--- src/rtl/desplazador_secuencial_if.sv ---
// Purpose: start/busy/done request bundle between the control FSM and the sequential shifter.
// Latency: none, wires only.
// Backpressure: the requester holds start until busy is low; the shifter ignores start while busy.
interface desplazador_secuencial_if #(
  parameter int N  = 32,
  parameter int AW = 8
);
  logic          start;
  logic [1:0]    op;
  logic [N-1:0]  a;
  logic [AW-1:0] amount;
  logic          carry_in;
  logic [N-1:0]  result;
  logic          carry_out;
  logic          busy;
  logic          done;

  modport master (
    output start, op, a, amount, carry_in,
    input  result, carry_out, busy, done
  );

  modport slave (
    input  start, op, a, amount, carry_in,
    output result, carry_out, busy, done
  );
endinterface

--- src/rtl/desplazador_secuencial.sv ---
// Purpose: ARM LSL/LSR/ASR/ROR shifter with carry-out, one bit position per clock.
// Latency: done pulses k+1 cycles after accept (k = min(amount,N), or amount mod N for ROR).
// Backpressure: start is only accepted in IDLE; requests during SHIFT/DONE are dropped.
module desplazador_secuencial #(
  parameter int N  = 32,
  parameter int AW = 8
) (
  input logic                    clk,
  input logic                    rst_n,
  desplazador_secuencial_if.slave bus
);

  localparam int SW = $clog2(N);
  localparam int CW = SW + 1;

  localparam logic [1:0] OP_LSL = 2'b00;
  localparam logic [1:0] OP_LSR = 2'b01;
  localparam logic [1:0] OP_ASR = 2'b10;
  localparam logic [1:0] OP_ROR = 2'b11;

  typedef enum logic [1:0] {
    IDLE  = 2'b00,
    SHIFT = 2'b01,
    DONE  = 2'b10
  } state_t;

  state_t        state;
  logic [N-1:0]  w;
  logic [1:0]    op_q;
  logic [CW-1:0] cnt;
  logic          kill_c;

  logic [31:0]   amt_ext;
  logic [CW-1:0] k;
  logic          init_c;
  logic          kill_nxt;
  logic [N-1:0]  w_nxt;
  logic          c_nxt;

  // Decode the request: iteration count, carry to report when no shift happens,
  // and whether an over-range LSL/LSR must force the carry to zero.
  always_comb begin
    amt_ext  = 32'(bus.amount);
    k        = '0;
    init_c   = bus.carry_in;
    kill_nxt = 1'b0;
    if (bus.op == OP_ROR) begin
      k = CW'(amt_ext & 32'(N - 1));
      // Non-zero multiple of N: full rotations leave a unchanged, carry is the MSB.
      if ((amt_ext != 32'd0) && (k == '0)) begin
        init_c = bus.a[N-1];
      end
    end else if (amt_ext > 32'(N)) begin
      k        = CW'(N);
      // ASR saturates naturally to sign copies; LSL/LSR past N must report carry 0.
      kill_nxt = (bus.op != OP_ASR);
    end else begin
      k = CW'(amt_ext);
    end
  end

  // One-position shift of the working register and the bit it pushes out.
  always_comb begin
    w_nxt = w;
    c_nxt = 1'b0;
    case (op_q)
      OP_LSL: begin
        c_nxt = w[N-1];
        w_nxt = {w[N-2:0], 1'b0};
      end
      OP_LSR: begin
        c_nxt = w[0];
        w_nxt = {1'b0, w[N-1:1]};
      end
      OP_ASR: begin
        c_nxt = w[0];
        w_nxt = {w[N-1], w[N-1:1]};
      end
      default: begin
        c_nxt = w[0];
        w_nxt = {w[0], w[N-1:1]};
      end
    endcase
  end

  // Control FSM with registered outputs; result/carry_out load only when entering DONE.
  always_ff @(posedge clk or negedge rst_n) begin
    if (!rst_n) begin
      state         <= IDLE;
      w             <= '0;
      op_q          <= OP_LSL;
      cnt           <= '0;
      kill_c        <= 1'b0;
      bus.result    <= '0;
      bus.carry_out <= 1'b0;
      bus.busy      <= 1'b0;
      bus.done      <= 1'b0;
    end else begin
      case (state)
        IDLE: begin
          bus.done <= 1'b0;
          if (bus.start) begin
            op_q     <= bus.op;
            w        <= bus.a;
            kill_c   <= kill_nxt;
            cnt      <= k;
            bus.busy <= 1'b1;
            if (k == '0) begin
              bus.result    <= bus.a;
              bus.carry_out <= init_c;
              bus.done      <= 1'b1;
              state         <= DONE;
            end else begin
              state <= SHIFT;
            end
          end
        end
        SHIFT: begin
          w   <= w_nxt;
          cnt <= cnt - 1'b1;
          if (cnt == CW'(1)) begin
            bus.result    <= w_nxt;
            bus.carry_out <= kill_c ? 1'b0 : c_nxt;
            bus.done      <= 1'b1;
            state         <= DONE;
          end
        end
        DONE: begin
          bus.done <= 1'b0;
          bus.busy <= 1'b0;
          state    <= IDLE;
        end
        default: begin
          bus.done <= 1'b0;
          bus.busy <= 1'b0;
          state    <= IDLE;
        end
      endcase
    end
  end

endmodule

--- src/flat_wrapper.sv ---
// flat-port wrapper written by rule: the top's interface ports become plain ports
module desplazador_secuencial_flat 
#(
  parameter int N  = 32,
  parameter int AW = 8
)
  (clk, rst_n, bus_start, bus_op, bus_a, bus_amount, bus_carry_in, bus_result, bus_carry_out, bus_busy, bus_done);
  desplazador_secuencial_if #(.N(N), .AW(AW)) bus_i ();
  input logic clk;
  input logic rst_n;
  input wire logic [$bits(bus_i.start)-1:0] bus_start;
  input wire logic [$bits(bus_i.op)-1:0] bus_op;
  input wire logic [$bits(bus_i.a)-1:0] bus_a;
  input wire logic [$bits(bus_i.amount)-1:0] bus_amount;
  input wire logic [$bits(bus_i.carry_in)-1:0] bus_carry_in;
  output wire logic [$bits(bus_i.result)-1:0] bus_result;
  output wire logic [$bits(bus_i.carry_out)-1:0] bus_carry_out;
  output wire logic [$bits(bus_i.busy)-1:0] bus_busy;
  output wire logic [$bits(bus_i.done)-1:0] bus_done;
  assign bus_i.start = bus_start;
  assign bus_i.op = bus_op;
  assign bus_i.a = bus_a;
  assign bus_i.amount = bus_amount;
  assign bus_i.carry_in = bus_carry_in;
  assign bus_result = bus_i.result;
  assign bus_carry_out = bus_i.carry_out;
  assign bus_busy = bus_i.busy;
  assign bus_done = bus_i.done;
  desplazador_secuencial #(.N(N), .AW(AW)) u_core (.clk(clk), .rst_n(rst_n), .bus(bus_i));
endmodule
--- config.mk ---
export PLATFORM = sky130hd
export DESIGN_NAME = desplazador_secuencial_flat
export DESIGN_NICKNAME = d
export VERILOG_FILES = /design/src/rtl/desplazador_secuencial_if.sv /design/src/rtl/desplazador_secuencial.sv /design/src/flat_wrapper.sv
export SDC_FILE = /design/constraint.sdc
export NUM_CORES = 1
export LEC_CHECK = 0
export CAP_MARGIN = 15
export CORE_ASPECT_RATIO = 0.6
export CORE_UTILIZATION = 47
export DETAILED_ROUTE_END_ITERATION = 10
export PLACE_DENSITY = 0.76
export SYNTH_ARGS = -nofsm -noshare
export SYNTH_HDL_FRONTEND = slang
export SYNTH_SLANG_ARGS = --single-unit
--- constraint.sdc ---
create_clock -name clk -period 1.6 [get_ports clk]
set_input_delay 0.24 -clock clk [delete_from_list [all_inputs] [get_ports clk]]
set_output_delay 0.24 -clock clk [all_outputs]
set_load 0.05 [all_outputs]
==> out/metrics.cfg <==
[synth]
yosysWarnings=0
synth_area_leaders=dfrtp_1 (48%), mux2_4 (10%), mux2_2 (8.8%), mux2i_1 (7.6%), o21ai_0 (4.8%)
synth_common_cells=dfrtp_1 (78), nand2_1 (45), o21ai_0 (39), mux2_2 (32), mux2i_1 (31)
syn_inst=348
netlist_area_um2=4074
yosys.area.top_type=dfrtp_1
ys_seq_elements=78
syn_area_per_cell_um2=11.71
ys_seq_area_share_pct=47.91
synth_edf_count=0
yosysMostFrequentCell=dfrtp_1
async_reset_ff_share_pct=100.0
synth_cell_types=51
synthFlopType=dfrtp_1
synth_top_area_share_pct=47.91
synth_nets=396

[critical_path]
required_ns=1.83
path_max_fanout=7
r2r_slack_ns=-0.09
r2r_cells=6
worst_path_max_delay_cell=dfrtp_1
reg2reg_from=u_core.state[1]$_DFFE_PN0P_
critPathBufInv=2
cp-end-kind=register
crit_type=reg2reg
crit_path_start_kind=register
critical_path.cell_chain=nor4_4, o2111a_2, nor2_4, clkinv_4, clkbuf_16, mux2_4
crit_path_max_incr_delay_ns=0.43
r2r-end=u_core.bus.result[15]$_DFFE_PN0P_
arrival_ns=1.92
critical-path-top-delay-family=flip-flops

[placement]
pre_cts_slack_ns=-0.5058
dp_hpwl_mm=7.344
gp_congestion=0.8833
dpl.cell_count=558
numPortBuffers=80

[sta]
skew_ns=0.007600
post-route-min-period_ns=1.690
fin_crit_sh_pct=105.6
hold_viol_final=0
rsz0062_at_grt=yes
setup_viol=44
timing.final.ws_setup_ns=-0.08975
maxSlewHeadroom_pct=72.53
finalMaxSlewViolations=0
setup_tns_ns=-2.248
tightest_slew_ns=0.4120
timing.fmax_mhz=591.8

[route]
first_pass_iters=4
finalWirelength_mm=11.14
vias=3257
antenna_left=0
wire_per_inst_um=19.10
drt_iter0_drc=217
avgViaCountPerCell=5.587
drc=0

[final_layout]
fill_cells=580
fin_nets=518
post-route-util_pct=71.00
syn2layout_area_growth_pct=41.74
num_antenna_cells=0
layout-drive-gt1-share_pct=41.68
instances_no_fill=583

[power]
peakVddDrop_mv=1.280
cellLeakagePower_uw=0.002641
power.density_nw_per_um2=2351

[die]
initial_core_util_pct=50.09
row_count=25
die_h_um=74.12
core-area_um2=8133
dieArea_um2=9056
fp.dieW_um=122.2
num_io_pins=81

[global_routing]
grt_max_degree=32
grt_pass1_wl_mm=16.57
antenna_found_initial=0
first_global_vias=3178
track_usage_pct=24.85
gr-total-overflow=0

[job]
cap_violations=0

[status]
failed_checks=setup timing
status=complete, but fails checks

[clock_tree]
h-tree-depth=3
clock-sinks=78
cts-root-buf=clkbuf_16
cts_buffer_depth=2
insertion_delay_ns=0.34
cts_buffers=9
clk_pin_slew_worst_paths_ns=0.06
cts_tree=built

[min_path]
hold_path.class=in2async

cell families (layout without fill, tap and decap cells):
group / after synthesis / count (layout) / synth area share [%]
AOI/OAI and AO/OA: 68 / 68 / 9.982
xor gates and xnor gates: 1 / 1 / 0.2150
adders and majority gates: 2 / 2 / 0.6142
buffers and inverters: 26 / 153 / 4.208
DFF: 78 / 78 / 47.91
muxes: 93 / 93 / 27.33
and+or+nand+nor: 80 / 80 / 9.736
sequential cells by signal (all words and copies together), names as in the netlist:
| register | count |
|---|---|
| u_core.op_q | 2 |
| u_core.w | 32 |
| u_core.bus.done | 1 |
| u_core.bus.result | 32 |
| u_core.bus.carry_out | 1 |
| u_core.state | 2 |
| u_core.bus.busy | 1 |
| u_core.cnt | 6 |
| u_core.kill_c | 1 |
cells in the final DEF (no fill, tap or decap), types with 3 or more instances in the layout:
master / Yosys / routed
clkdlybuf4s50_1: 0 / 41
buf_12: 3 / 8
o21ai_1: 0 / 27
nor3_1: 3 / 3
mux2_2: 32 / 27
o21ai_0: 39 / 5
buf_4: 1 / 74
clkbuf_16: 0 / 11
mux2_4: 28 / 35
nand2_1: 45 / 45
a21oi_1: 8 / 7
dfrtp_1: 78 / 77
mux2i_2: 0 / 5
nor2_1: 10 / 10
o21ai_2: 0 / 7
mux2i_1: 31 / 26
inv_1: 5 / 5
how the worst max path moves through the flow:
stage          slack [ns]  depth (start not counted)                           endpoint                         from
6_report            -0.09                          6  u_core.bus.result[15]$_DFFE_PN0P_  u_core.state[1]$_DFFE_PN0P_
4_1_cts             -0.10                          6  u_core.bus.result[15]$_DFFE_PN0P_  u_core.state[0]$_DFFE_PN0P_
3_5_place_dp        -0.51                          6          u_core.cnt[1]$_DFFE_PN0P_                bus_amount[3]
5_1_grt             -0.14                          6  u_core.bus.result[15]$_DFFE_PN0P_  u_core.state[1]$_DFFE_PN0P_
3_3_place_gp        -0.52                          6          u_core.cnt[1]$_DFFE_PN0P_                bus_amount[3]
2_1_floorplan        -0.1                          7  u_core.bus.result[10]$_DFFE_PN0P_  u_core.state[0]$_DFFE_PN0P_
metrics by stage:
stage / hold WS [ns] / power, uW / cell area (um2)
floorplan: -0.05559 / 8303 / 4080
global placement: 0.2048 / 10340 / 5195
detailed placement: 0.2015 / 10540 / 5195
CTS: 0.3937 / 12860 / 5589
global route: 0.3818 / 14260 / 5774
finish: 0.3782 / 13570 / 5774
area by class of cell:
cell class	count	area (um2)	area share (%)
repair buffers	131	1239	21.45
inverters	6	27.53	0.4767
clock buffers	10	229.0	3.965
multi-input cells	244	2105	36.45
well taps	108	135.1	2.340
flip-flops and latches	78	1953	33.82
clock inverters	6	86.33	1.495
per-layer routing:
metal	track usage, %	vias to the layer above	share of wire, %
li1	-	1500	-
met1	35.01	1602	47
met2	37.10	140	44
met3	7.362	15	7.7
met4	7.859	0	1.6
met5	0	-	0
report_power, final:
part           switching [uW]  total [uW]  internal [uW]
logic                    4150        7650           3500
clock network             819        2180           1360
registers                 789        3740           2950
total                    5760       13600           7820
timing repair:
item | CTS | global route
endpoints found under the setup margin | 46 | 55
buffers inserted | 3 | 3
hold buffers | 1 | 0
resized for setup | 15 | 61
endpoints found under the hold margin | 28 | 0
pin swaps | 4 | 4
gates cloned | 0 | 2
Power figures use the tool's default switching activity.
